<file path="src/rtl/nibbler_sequencer_if.sv">
// Bus between the Nibbler fetch/sequencing stage and its surroundings
// (program ROM, control decoder, ALU flags).
//   master : drives run, rom_data, ctrl, alu_carry, alu_zero; observes sequencer state
//   slave  : the sequencer; drives pc, phase, instr, imm, addr, C, Zeta, instr_count
interface nibbler_sequencer_if #(
    parameter int unsigned PC_WIDTH  = 12,
    parameter int unsigned CNT_WIDTH = 16
);
    logic                 run;
    logic [7:0]           rom_data;
    logic [12:0]          ctrl;
    logic                 alu_carry;
    logic                 alu_zero;
    logic [PC_WIDTH-1:0]  pc;
    logic                 phase;
    logic [3:0]           instr;
    logic [3:0]           imm;
    logic [11:0]          addr;
    logic                 C;
    logic                 Zeta;
    logic [CNT_WIDTH-1:0] instr_count;

    modport master (
        output run, rom_data, ctrl, alu_carry, alu_zero,
        input  pc, phase, instr, imm, addr, C, Zeta, instr_count
    );

    modport slave (
        input  run, rom_data, ctrl, alu_carry, alu_zero,
        output pc, phase, instr, imm, addr, C, Zeta, instr_count
    );
endinterface

</file>
<file path="src/rtl/nibbler_sequencer.sv">
// Fetch/sequencing stage of the 4-bit Nibbler core: program counter,
// fetch/execute phase flop, 8-bit instruction register, C/Z flags and a
// retired-instruction counter.
//   clock  : rising-edge system clock
//   reset  : asynchronous active-low reset
//   bus    : slave side of nibbler_sequencer_if
//            in  run, rom_data[7:0], ctrl[12:0], alu_carry, alu_zero
//            out pc, phase, instr, imm, addr[11:0] (combinational), C, Zeta, instr_count
module nibbler_sequencer #(
    parameter int unsigned PC_WIDTH  = 12,
    parameter int unsigned RESET_PC  = 0,
    parameter int unsigned CNT_WIDTH = 16
) (
    input  logic               clock,
    input  logic               reset,
    nibbler_sequencer_if.slave bus
);

    localparam int unsigned IR_W     = 8;
    localparam int unsigned NIB_W    = 4;
    localparam int unsigned ADDR_W   = 12;
    localparam int unsigned CTRL_INC = 12;
    localparam int unsigned CTRL_LD  = 11;
    localparam int unsigned CTRL_FLG = 9;

    typedef enum logic {
        PH_FETCH = 1'b0,
        PH_EXEC  = 1'b1
    } phase_e;

    phase_e               r_phase;
    phase_e               w_phase_nxt;
    logic [PC_WIDTH-1:0]  r_pc;
    logic [PC_WIDTH-1:0]  w_pc_nxt;
    logic [IR_W-1:0]      r_ir;
    logic [IR_W-1:0]      w_ir_nxt;
    logic                 r_c;
    logic                 w_c_nxt;
    logic                 r_z;
    logic                 w_z_nxt;
    logic [CNT_WIDTH-1:0] r_cnt;
    logic [CNT_WIDTH-1:0] w_cnt_nxt;
    logic [ADDR_W-1:0]    w_addr;
    logic                 w_unused_ctrl;

    // Datapath-only control bits pass by this block untouched.
    assign w_unused_ctrl = ^{bus.ctrl[10], bus.ctrl[8:0]};

    // Jump/RAM address: low nibble of the latched opcode byte over the following ROM byte.
    assign w_addr = {r_ir[NIB_W-1:0], bus.rom_data};

    // Phase state register.
    always_ff @(posedge clock or negedge reset) begin
        if (!reset) begin
            r_phase <= PH_FETCH;
        end else begin
            r_phase <= w_phase_nxt;
        end
    end

    // Phase toggles on every enabled edge.
    always_comb begin
        w_phase_nxt = r_phase;
        if (bus.run) begin
            w_phase_nxt = (r_phase == PH_FETCH) ? PH_EXEC : PH_FETCH;
        end
    end

    // Per-phase datapath next values; everything holds unless run is high.
    always_comb begin
        w_pc_nxt  = r_pc;
        w_ir_nxt  = r_ir;
        w_c_nxt   = r_c;
        w_z_nxt   = r_z;
        w_cnt_nxt = r_cnt;
        if (bus.run) begin
            if (r_phase == PH_FETCH) begin
                w_ir_nxt = bus.rom_data;
                if (bus.ctrl[CTRL_INC]) begin
                    w_pc_nxt = r_pc + PC_WIDTH'(1);
                end
            end else begin
                // loadPC has priority over incPC.
                if (bus.ctrl[CTRL_LD]) begin
                    w_pc_nxt = PC_WIDTH'(w_addr);
                end else if (bus.ctrl[CTRL_INC]) begin
                    w_pc_nxt = r_pc + PC_WIDTH'(1);
                end
                if (bus.ctrl[CTRL_FLG]) begin
                    w_c_nxt = bus.alu_carry;
                    w_z_nxt = bus.alu_zero;
                end
                w_cnt_nxt = r_cnt + CNT_WIDTH'(1);
            end
        end
    end

    // Datapath registers.
    always_ff @(posedge clock or negedge reset) begin
        if (!reset) begin
            r_pc  <= PC_WIDTH'(RESET_PC);
            r_ir  <= '0;
            r_c   <= 1'b0;
            r_z   <= 1'b0;
            r_cnt <= '0;
        end else begin
            r_pc  <= w_pc_nxt;
            r_ir  <= w_ir_nxt;
            r_c   <= w_c_nxt;
            r_z   <= w_z_nxt;
            r_cnt <= w_cnt_nxt;
        end
    end

    assign bus.pc          = r_pc;
    assign bus.phase       = r_phase;
    assign bus.instr       = r_ir[IR_W-1:NIB_W];
    assign bus.imm         = r_ir[NIB_W-1:0];
    assign bus.addr        = w_addr;
    assign bus.C           = r_c;
    assign bus.Zeta        = r_z;
    assign bus.instr_count = r_cnt;

endmodule

</file>
<file path="src/flat_wrapper.sv">
// flat-port wrapper written by rule: the top's interface ports become plain ports
module nibbler_sequencer_flat 
#(
    parameter int unsigned PC_WIDTH  = 12,
    parameter int unsigned RESET_PC  = 0,
    parameter int unsigned CNT_WIDTH = 16
)
  (clock, reset, bus_run, bus_rom_data, bus_ctrl, bus_alu_carry, bus_alu_zero, bus_pc, bus_phase, bus_instr, bus_imm, bus_addr, bus_C, bus_Zeta, bus_instr_count);
  nibbler_sequencer_if #(.PC_WIDTH(PC_WIDTH), .CNT_WIDTH(CNT_WIDTH)) bus_i ();
  input  logic clock;
  input  logic reset;
  input wire logic [$bits(bus_i.run)-1:0] bus_run;
  input wire logic [$bits(bus_i.rom_data)-1:0] bus_rom_data;
  input wire logic [$bits(bus_i.ctrl)-1:0] bus_ctrl;
  input wire logic [$bits(bus_i.alu_carry)-1:0] bus_alu_carry;
  input wire logic [$bits(bus_i.alu_zero)-1:0] bus_alu_zero;
  output wire logic [$bits(bus_i.pc)-1:0] bus_pc;
  output wire logic [$bits(bus_i.phase)-1:0] bus_phase;
  output wire logic [$bits(bus_i.instr)-1:0] bus_instr;
  output wire logic [$bits(bus_i.imm)-1:0] bus_imm;
  output wire logic [$bits(bus_i.addr)-1:0] bus_addr;
  output wire logic [$bits(bus_i.C)-1:0] bus_C;
  output wire logic [$bits(bus_i.Zeta)-1:0] bus_Zeta;
  output wire logic [$bits(bus_i.instr_count)-1:0] bus_instr_count;
  assign bus_i.run = bus_run;
  assign bus_i.rom_data = bus_rom_data;
  assign bus_i.ctrl = bus_ctrl;
  assign bus_i.alu_carry = bus_alu_carry;
  assign bus_i.alu_zero = bus_alu_zero;
  assign bus_pc = bus_i.pc;
  assign bus_phase = bus_i.phase;
  assign bus_instr = bus_i.instr;
  assign bus_imm = bus_i.imm;
  assign bus_addr = bus_i.addr;
  assign bus_C = bus_i.C;
  assign bus_Zeta = bus_i.Zeta;
  assign bus_instr_count = bus_i.instr_count;
  nibbler_sequencer #(.PC_WIDTH(PC_WIDTH), .RESET_PC(RESET_PC), .CNT_WIDTH(CNT_WIDTH)) u_core (.clock(clock), .reset(reset), .bus(bus_i));
endmodule
</file>
<file path="config.mk">
export PLATFORM = sky130hd
export DESIGN_NAME = nibbler_sequencer_flat
export DESIGN_NICKNAME = d
export VERILOG_FILES = /design/src/rtl/nibbler_sequencer_if.sv /design/src/rtl/nibbler_sequencer.sv /design/src/flat_wrapper.sv
export SDC_FILE = /design/constraint.sdc
export NUM_CORES = 1
export LEC_CHECK = 0
export BUFFER_PORTS_ARGS = -buffer_cell sky130_fd_sc_hd__buf_2
export CAP_MARGIN = 10
export CORE_MARGIN = 2
export CORE_UTILIZATION = 45
export CTS_BUF_LIST = sky130_fd_sc_hd__clkbuf_2 sky130_fd_sc_hd__clkbuf_4 sky130_fd_sc_hd__clkbuf_8
export CTS_CLUSTER_SIZE = 16
export DETAILED_ROUTE_END_ITERATION = 6
export PLACE_DENSITY = 0.84
export RECOVER_POWER = 25
export SYNTH_ARGS = -nofsm -noshare
export SYNTH_HDL_FRONTEND = slang
export SYNTH_SLANG_ARGS = --single-unit
</file>
<file path="constraint.sdc">
create_clock -name clock -period 1.3 [get_ports clock]
set_input_delay 0.13 -clock clock [delete_from_list [all_inputs] [get_ports clock]]
set_output_delay 0.13 -clock clock [all_outputs]
set_load 0.01 [all_outputs]
</file>
Word level (Yosys, flattened, before mapping). Index checks and enable logic that the tools add are counted.

Register bits after elaboration: 39. Input bits: 26. Output and inout port bits: 51. Logic and storage cells: 16.

Add/sub/neg operators: 2. Multiplexer cells: 4. Bitwise logic cells: 1. Reduce and logical (&&, ||, !) cells: 3.

Operator list (count): $mux W12 (3); $add A16 B1 Y16 const B (1); $add A12 B1 Y12 const B (1); $reduce_and A2 Y1 (2); $reduce_and A3 Y1 (1); $mux W1 (1); $not A1 Y1 (1).

Depth between registers and ports, before layout. Gate-level depths: netlist of run 1.

Depth after elaboration: 4. Gate-level depth with buffers: 6. Gate-level depth less buffers: 5.

Worst setup path after synthesis of run 1. No wires, ideal clock.

Path kind: register to register. Start point: register u_core.r_phase (netlist: u_core.bus.phase). End point: register u_core.r_pc[5] (netlist: u_core.bus.pc[5]). Library setup time: 0.139 ns. Arrival time: 1.258 ns. Required time: 1.161 ns. Slack: -0.096 ns. Stages on the path, launching flop included: 7. Path buffers: 2. Clock period less this slack: 1.396 ns. Cell sequence: dfrtp_1 > buf_4 > and2_1 > clkbuf_1 > a311o_1 > o21ai_0 > a21oi_1.

Longest elaborated chain between the ends: 1.

RTL lines: start, declared (RTL line nibbler_sequencer.sv:31) `phase_e r_phase;`; start signal, assigned (RTL line nibbler_sequencer.sv:57) `r_phase <= w_phase_nxt;`; $mux W12 (RTL line nibbler_sequencer.sv:77) `if (r_phase == PH_FETCH) begin`; end signal, assigned (RTL line nibbler_sequencer.sv:101) `r_pc <= PC_WIDTH'(RESET_PC);`; end signal, assigned (RTL line nibbler_sequencer.sv:107) `r_pc <= w_pc_nxt;`; end, declared (RTL line nibbler_sequencer.sv:33) `logic [PC_WIDTH-1:0] r_pc;`.

No other way between the ends. A chain may end at the register's enable or synchronous reset.

Worst setup path after layout of run 1.
Start point: register u_core.r_phase (netlist: u_core.bus.phase). End point: register u_core.r_ir[5].

Longest elaborated chain between the ends: 2.

RTL lines: $not A1 Y1 (no source line); $reduce_and A2 Y1 (no source line); end signal, assigned (RTL line nibbler_sequencer.sv:108) `r_ir <= w_ir_nxt;`; end, declared (RTL line nibbler_sequencer.sv:35) `logic [IR_W-1:0] r_ir;`.

No other way between the ends.

==> flow_summary.json, run 1 <==
{
  "grt_pass1_vias": 1594,
  "wl_per_cell_um": 14.5,
  "yosysWarnings": 0,
  "synth_top_cells_by_area": "dfrtp_1 (50%), mux2_2 (6.3%), xnor2_1 (5.4%), buf_4 (5.0%), nand3_1 (3.1%)",
  "core_area_um2": 4260,
  "cts_tree": "yes",
  "grt_usage_pct": 18.8,
  "hold_start": "bus_alu_zero",
  "drt-vias-per-instance": 5.30,
  "rsz0062_at_grt": "yes",
  "post-route-drc-count": 0,
  "ys_seq_area_share_pct": 49.7,
  "cts_sinks": 39,
  "fin_skew_ns": 0.00485,
  "arrival_ns": 1.51,
  "initial_core_util_pct": 46.0,
  "power_density_nw_per_um2": 2110,
  "vias": 1701,
  "reg2reg_from": "u_core.bus.phase",
  "tightest_slew_ns": 0.533,
  "hold_path.class": "in2reg",
  "die_area_um2": 4900,
  "synth_top_area_cell": "dfrtp_1",
  "worstSetupStartpointType": "flop",
  "r2r-end": "u_core.r_ir[5]",
  "htreeDepth": 2,
  "rows": 24,
  "overflow": 0,
  "ir_worst_vdd_mv": 1.40,
  "async_flop_share_pct": 100,
  "drtAntennaViolNets": 0,
  "hold_violations": 0,
  "area_growth_pct": 35.4,
  "die_y_um": 70.0,
  "clock_latency_ns": 0.28,
  "final_util_pct": 62.3,
  "dr.pass1.iters": 4,
  "avgSynthCellArea_um2": 10.8,
  "final_nets": 296,
  "slew_headroom_pct": 64.4,
  "setup_ws_ns": -0.0421,
  "antenna_found_initial": 0,
  "synth_area_um2": 1960,
  "ctsLongestPathBuffers": 2,
  "clock-root-buffer": "clkbuf_8",
  "yosys-top-cells-count": "dfrtp_1 (39), nand2_1 (16), buf_4 (13)",
  "drive_gt1_share_pct": 50.6,
  "critPathCaptureType": "flop",
  "critPathRequiredTime_ns": 1.47,
  "fmax_mhz": 745,
  "period_share_pct": 103,
  "placed_area_um2": 2480,
  "synth-main-ff-cell": "dfrtp_1",
  "antenna_cells": 0,
  "setup_viol": 16,
  "post-place-ws_ns": -0.0392,
  "outcome": "complete, but fails checks",
  "holdPathEnd": "u_core.bus.Zeta",
  "finalInstanceArea_um2": 2660,
  "yosysMostFrequentCell": "dfrtp_1",
  "cts_made_buffers": 5,
  "synth-seq-cells": 39,
  "r2r_cells": 5,
  "grt_max_degree": 40,
  "fp.dieW_um": 70.0,
  "hpwlAfterDp_um": 3230,
  "drv_slew": 0,
  "nFillCells": 357,
  "yosysUniqueCellTypes": 40,
  "port_buffers": 66,
  "finalWorstPathRequiredPeriod_ns": 1.34,
  "globalplace.congestion": 0.824,
  "io_pins": 77,
  "syn_nets": 209,
  "power_w": 0.00559,
  "crit_fanout": 4,
  "maxCapViolCount": 0,
  "drt_wl_total_um": 4660,
  "clkTransAtPathRegs_ns": 0.08,
  "leakage_nw": 1.30,
  "r2r_setup_slack_ns": -0.04,
  "dr.first_iter.drc_count": 108,
  "violations": "setup timing",
  "syn_inst": 181,
  "grt_first_pass_wirelength_um": 7470,
  "synth_edf_count": 0,
  "worstSetupPathType": "reg2reg",
  "hold_depth": 2,
  "synth_top_area_share_pct": 49.7
}
## where the power goes
group          switching, W  internal, W  leakage [nW]  total [W]
Clock              0.000425     0.000396        0.0446   0.000821
Combinational       0.00133      0.00144         0.776    0.00277
Sequential         0.000336      0.00167         0.475    0.00201
## metrics by stage
stage	std cells	setup TNS (ns)	hold slack, ns
final	321	-0.428	0.0738
after global routing	321	-1.97	0.0706
after CTS	319	-0.0955	0.0657
after detailed placement	307	-0.152	0.225
after global placement	307	-0.0367	0.208
after floorplan	181	-0.196	-0.166
## critical path, stage by stage (launching register included)
cell,delay [ns]
dfrtp_1,0.42
buf_4,0.15
buf_4,0.12
nand2b_4,0.13
buf_4,0.14
mux2_2,0.26
## cells by family (layout without fill, tap and decap cells)
| logic type | Yosys count | count (layout) | share of synthesized area [%] |
|---|---|---|---|
| multiplexers | 11 | 11 | 6.31 |
| XOR/XNOR | 16 | 16 | 7.14 |
| adder cells (fa/ha/maj) | 2 | 2 | 1.28 |
| flip-flops | 39 | 39 | 49.7 |
| AND/OR/NAND/NOR | 56 | 56 | 16.0 |
| buffers and inverters | 22 | 110 | 7.21 |
| AO/OA/AOI/OAI | 35 | 35 | 12.3 |
## placed cells by master (no fill, tap or decap), types with 3 or more instances in the layout
cell and instances:
o22ai_1 6, clkbuf_1 8, buf_4 31, a2bb2oi_1 5, xor2_1 4, nand4_1 6, a21oi_1 5, nand3_2 3
nand2_1 15, mux2_2 11, dfrtp_2 4, and4_4 4, nor2_1 4, a21boi_1 3, dfrtp_1 35, clkbuf_8 5
buf_2 58, nand3_1 9, o21ai_0 3, xnor2_1 12
## layer usage
layer  part of all wire [%]  vias to the layer above  GRT usage (%)  wire, um
met1                     44                      834           24.9      2050
met5                      0                        -              0         0
met3                    5.2                        4           4.04       244
met4                    1.1                        0           7.05        49
met2                     50                       49           30.4      2320
li1                       -                      814              -         -
## cell type report
type                    instances  area [um^2]  area share (%)
clock inverters                 2         12.5           0.471
inverters                       1         3.75           0.141
multi-input cells             120          916            34.5
flip-flops and latches         39          981            36.9
well taps                      52         65.1            2.45
repair buffers                101          602            22.7
clock buffers                   6         76.3            2.87
## how the worst max path moves through the flow
stage	from	end	slack [ns]	depth (start not counted)
5_1_grt	u_core.bus.phase	u_core.bus.instr_count[13]	-0.13	4
3_3_place_gp	u_core.bus.phase	u_core.bus.instr_count[10]	-0.02	5
6_report	u_core.bus.phase	u_core.r_ir[5]	-0.04	5
2_1_floorplan	u_core.bus.instr_count[0]	u_core.bus.instr_count[10]	-0.04	5
4_1_cts	u_core.bus.phase	u_core.bus.instr_count[11]	-0.04	4
3_5_place_dp	u_core.bus.phase	u_core.bus.instr_count[10]	-0.04	5
## sequential cells by signal, summed over array words and instances (netlist names)
name	flops
u_core.bus.instr_count	16
u_core.bus.pc	12
u_core.r_ir	8
u_core.bus.C	1
u_core.bus.Zeta	1
u_core.bus.phase	1
## repair_timing
| item | CTS | global route |
|---|---|---|
| resized for setup | 3 | 14 |
| hold buffers | 1 | 0 |
| hold endpoints to repair | 39 | 0 |
| pin swaps | 3 | 14 |
| buffers inserted | 3 | 2 |
| endpoints found under the setup margin | 11 | 28 |
No activity file was read; power rests on OpenSTA's default activity.
==> run 2, diff against run 1 <==
--- a/config.mk
+++ b/config.mk
@@ -9,9 +9,9 @@
 export CAP_MARGIN = 10
 export CORE_MARGIN = 2
-export CORE_UTILIZATION = 45
+export CORE_UTILIZATION = 39
 export CTS_BUF_LIST = sky130_fd_sc_hd__clkbuf_2 sky130_fd_sc_hd__clkbuf_4 sky130_fd_sc_hd__clkbuf_8
 export CTS_CLUSTER_SIZE = 16
 export DETAILED_ROUTE_END_ITERATION = 6
-export PLACE_DENSITY = 0.84
+export PLACE_DENSITY = 0.75
 export RECOVER_POWER = 25
 export SYNTH_ARGS = -nofsm -noshare
==> constraint.sdc (replaced) <==
create_clock -name clock -period 1.3 [get_ports clock]
set_input_delay 0.13 -clock clock [delete_from_list [all_inputs] [get_ports clock]]
set_output_delay 0.13 -clock clock [all_outputs]
set_load 0.1 [all_outputs]
==> run 2 against run 1 <==
- the run still ends with setup timing left
- maximum frequency is essentially flat
- global-route usage down 1.2 points
- first-iteration DRC count down 41%
- count of clock-buffer cells in the layout is the same
- final area rose by 16%
- register-to-register slack barely moved
- via count grew 2.5%
- hold slack worse by 0.0045 ns
- clock skew barely moved
- non-clock buffer count increased by 1
- cell count up 5.0%
- highest routed layer unchanged
==> flow_summary.json, run 2 (same netlist as run 1, synthesis figures left out) <==
{
  "grt_pass1_vias": 1612,
  "setup_ws_ns": -0.0430,
  "drv_slew": 0,
  "critPathCaptureType": "flop",
  "finalWorstPathRequiredPeriod_ns": 1.34,
  "fmax_mhz": 745,
  "arrival_ns": 1.52,
  "drt-vias-per-instance": 5.17,
  "post-route-drc-count": 0,
  "rsz0062_at_grt": "yes",
  "final_nets": 297,
  "hold_depth": 2,
  "hold_violations": 0,
  "cts_tree": "yes",
  "area_growth_pct": 57.4,
  "antenna_found_initial": 0,
  "rows": 25,
  "r2r_cells": 4,
  "grt_usage_pct": 17.6,
  "slew_headroom_pct": 63.3,
  "die_y_um": 74.9,
  "worstSetupPathType": "reg2reg",
  "wl_per_cell_um": 14.4,
  "cts_sinks": 39,
  "dr.pass1.iters": 4,
  "final_common_cell": "buf_2",
  "core_area_um2": 4790,
  "grt_max_degree": 40,
  "fin_skew_ns": 0.00452,
  "drtAntennaViolNets": 0,
  "maxCapViolCount": 0,
  "setup_viol": 7,
  "nFillCells": 365,
  "violations": "setup timing",
  "htreeDepth": 2,
  "largest_reg_flops": 16,
  "dr.first_iter.drc_count": 64,
  "post-place-ws_ns": -0.146,
  "tightest_slew_ns": 0.551,
  "globalplace.congestion": 0.805,
  "antenna_cells": 0,
  "overflow": 0,
  "clkTransAtPathRegs_ns": 0.07,
  "ctsLongestPathBuffers": 2,
  "port_buffers": 66,
  "clock_latency_ns": 0.29,
  "clock-root-buffer": "clkbuf_8",
  "drt_wl_total_um": 4840,
  "initial_core_util_pct": 41.0,
  "die_area_um2": 5610,
  "fin_hold_ws_ns": 0.0693,
  "period_share_pct": 103,
  "outcome": "complete, but fails checks",
  "worstSetupStartpointType": "flop",
  "io_pins": 77,
  "grt_first_pass_wirelength_um": 7370,
  "fp.dieW_um": 74.9,
  "final_cell_mix": "buf_2 (38), buf_4 (32), buf_12 (15), dfrtp_4 (15)",
  "vias": 1743,
  "crit_fanout": 7,
  "hpwlAfterDp_um": 3390,
  "hold_path.class": "in2reg",
  "drive_gt1_share_pct": 64.1,
  "cts_made_buffers": 5,
  "critPathRequiredTime_ns": 1.47
}
[run 2: cell count changes in the layout (fill, tap and decap cells not counted), moves of 2 or more]
cell / delta
dfrtp_1: -25
clkbuf_2: +8
bufinv_16: +2
dfrtp_4: +15
buf_2: -20
buf_12: +14
dfrtp_2: +10
buf_6: +2
ha_4: +2
clkbuf_1: -8
clkbuf_4: +4
[run 2: timing repair]
action / CTS / global route
pin swaps: 14 / 16
hold buffers: 1 / 0
gates cloned: 0 / 0
gates resized for setup: 20 / 12
buffers inserted: 4 / 0
setup endpoints to repair: 17 / 34
endpoints found under the hold margin: 39 / 0
[run 2: path summary, 6_finish.rpt]
path	start	to	slack [ns]
min in group asynchronous	reset	u_core.bus.pc[0]	0.48
hold / removal	bus_alu_carry	u_core.bus.C	0.07
setup reg to reg	u_core.bus.phase	u_core.bus.instr_count[11]	-0.04
setup / recovery	u_core.bus.phase	u_core.bus.instr_count[11]	-0.04
max in group asynchronous	reset	u_core.bus.pc[3]	0.40
hold reg to reg	u_core.bus.instr_count[11]	u_core.bus.instr_count[11]	0.47
[run 2: worst max-delay path, stage by stage (launching register included)]
cell	delay [ns]
dfrtp_4	0.48
and4_4	0.22
nor3b_4	0.24
nand4_1	0.14
xnor2_1	0.15
[run 2: per-stage QoR]
| stage | TNS (ns) | cell area, um^2 | util (%) | cells |
|---|---|---|---|---|
| floorplan | -6.17 | 2100 | - | 181 |
| global placement | -0.295 | 2810 | 58.8 | 326 |
| detailed placement | -0.798 | 2810 | 58.8 | 326 |
| CTS | -0.136 | 3070 | 64.1 | 339 |
| global route | -1.26 | 3090 | 64.5 | 337 |
| finish | -0.131 | 3090 | 64.5 | 337 |
[run 2: cell type report]
cell class              count  area, um^2  area share, %
flip-flops and latches     39        1050           34.0
inverters                   1        3.75          0.122
clock buffers               6        76.3           2.47
well taps                  67        83.8           2.71
clock inverters             2        60.1           1.94
multi-input cells         120         962           31.2
repair buffers            102         852           27.6
[run 2: metal layers]
metal / track usage (%) / vias up / wire (um)
met5: 0 / - / 0
met4: 5.56 / 0 / 65
met3: 4.42 / 7 / 213
met2: 29.3 / 55 / 2450
met1: 22.5 / 864 / 2110
li1: - / 817 / -
Power of run 2 is not shown: default switching activity piles up to over one toggle a cycle in this logic, so the estimate is an artifact.
==> run 3, diff against run 2 <==
REMOVE_ABC_BUFFERS = 1   (was unset)
==> run 3 against run 2 <==
- the run still ends with setup timing left
- count of clock-buffer cells in the layout fell by 1
- register-to-register slack improved by 0.04 ns
- clock skew rose by 0.0029 ns
- global-route usage rose by 0.45 points
- first-iteration DRC count rose by 50%
- via count fell by 2.1%
==> flow_summary.json, run 3 (same netlist as run 1, synthesis figures left out) <==
{
  "outcome": "complete, but fails checks",
  "violations": "setup timing",
  "final_cell_mix": "buf_4 (42), dfrtp_1 (39), buf_2 (25)",
  "drive_gt1_share_pct": 51.8,
  "setup_viol": 4,
  "crit_family": "flip-flops",
  "rows": 25,
  "wl_per_cell_um": 14.1,
  "port_buffers": 66,
  "largest_reg_flops": 16,
  "ctsLongestPathBuffers": 2,
  "hold_path.class": "in2reg",
  "setup_ws_ns": -0.00746,
  "crit_chain": "ha_2 > and4_4 > nand4_1 > a21boi_1 > a2bb2oi_1",
  "grt_max_degree": 40,
  "htreeDepth": 2,
  "grt_pass1_vias": 1632,
  "post-route-drc-count": 0,
  "arrival_ns": 1.53,
  "cts_tree": "yes",
  "vias": 1707,
  "grt_first_pass_wirelength_um": 7690,
  "final_cells": 341,
  "setup.worst_path.start": "u_core.bus.pc[0]",
  "tightest_slew_ns": 0.543,
  "crit_fanout": 5,
  "antenna_found_initial": 0,
  "grt_usage_pct": 18.0,
  "cts_made_buffers": 5,
  "reg2reg_from": "u_core.bus.pc[0]",
  "drt_wl_total_um": 4820,
  "drv_slew": 0,
  "die_area_um2": 5610,
  "clock_latency_ns": 0.30,
  "cp_num_buf_inv": 0,
  "fp.dieW_um": 74.9,
  "hold_violations": 0,
  "overflow": 0,
  "drtAntennaViolNets": 0,
  "slew_headroom_pct": 63.9,
  "dr.pass1.iters": 4,
  "period_share_pct": 101,
  "fin_hold_ws_ns": 0.0695,
  "placedCellCount": 330,
  "drt-vias-per-instance": 5.01,
  "hpwlAfterDp_um": 3610,
  "clkTransAtPathRegs_ns": 0.08,
  "slowest_delay_ns": 0.38,
  "fmax_mhz": 765,
  "worstSetupPathType": "reg2reg",
  "hold_start": "bus_alu_zero",
  "critPathRequiredTime_ns": 1.52,
  "cpMaxStageDelayCell": "dfrtp_1",
  "globalplace.congestion": 0.789,
  "clock-root-buffer": "clkbuf_8",
  "die_y_um": 74.9,
  "core_area_um2": 4790,
  "cts_sinks": 39,
  "final_common_cell": "buf_4",
  "area_growth_pct": 54.5,
  "nFillCells": 389,
  "final_nets": 301,
  "maxCapViolCount": 0,
  "io_pins": 77,
  "final_util_pct": 63.3,
  "rsz0062_at_grt": "yes",
  "critPathCaptureType": "flop",
  "antenna_cells": 0,
  "initial_core_util_pct": 41.0,
  "worstSetupStartpointType": "flop",
  "finalWorstPathRequiredPeriod_ns": 1.31,
  "placed_area_um2": 2800,
  "finalInstanceArea_um2": 3030,
  "fin_skew_ns": 0.00744,
  "dr.first_iter.drc_count": 96
}
[run 3: worst paths after layout]
| kind | to | slack (ns) | depth (start not counted) |
|---|---|---|---|
| worst max-delay path | u_core.bus.pc[10] | -0.007 | 5 |
| worst min-delay path | u_core.bus.Zeta | 0.07 | 2 |
| worst max register to register | u_core.bus.pc[10] | -0.007 | 5 |
| worst min register to register | u_core.bus.instr_count[15] | 0.49 | 1 |
| max in group asynchronous | u_core.bus.pc[7] | 0.48 | 3 |
| min in group asynchronous | u_core.bus.instr_count[14] | 0.45 | 3 |
[run 3: timing repair]
| item | CTS | global route |
|---|---|---|
| endpoints found under the setup margin | 15 | 37 |
| hold buffers | 1 | 0 |
| setup buffers | 1 | 2 |
| hold endpoints to repair | 39 | 0 |
| pin swaps | 1 | 14 |
| gates resized for setup | 9 | 26 |
[run 3: routing by layer]
metal,GRT usage [%],up-vias,routed length (um)
li1,-,820,-
met4,5.36,0,77
met3,4.82,8,225
met1,23.7,831,2030
met5,0,-,0
met2,29.3,48,2490
[run 3: per-stage QoR]
stage | setup TNS (ns) | worst slack, ns
after global placement | -0.0121 | -0.0121
after CTS | -0.0838 | -0.0386
final | -0.0193 | -0.00746
after floorplan | -27.59 | -0.988
after global routing | -1.13 | -0.102
after detailed placement | -0.191 | -0.0680
[run 3: final cells by class]
cell class              instances  area (um^2)  area share (%)
clock buffers                   5         68.8            2.27
well taps                      67         83.8            2.77
flip-flops and latches         39          976            32.2
repair buffers                106          953            31.5
clock inverters                 3         43.8            1.45
multi-input cells             120          901            29.7
inverters                       1         3.75           0.124
[run 3: worst register-to-register path: cells and delay by family (launching register included)]
family | cells | cell delay [ns]
fa+ha+maj | 1 | 0.20
simple gates | 2 | 0.36
compound gates | 2 | 0.29
flops | 1 | 0.38
Power of run 3 is left out for the same reason.
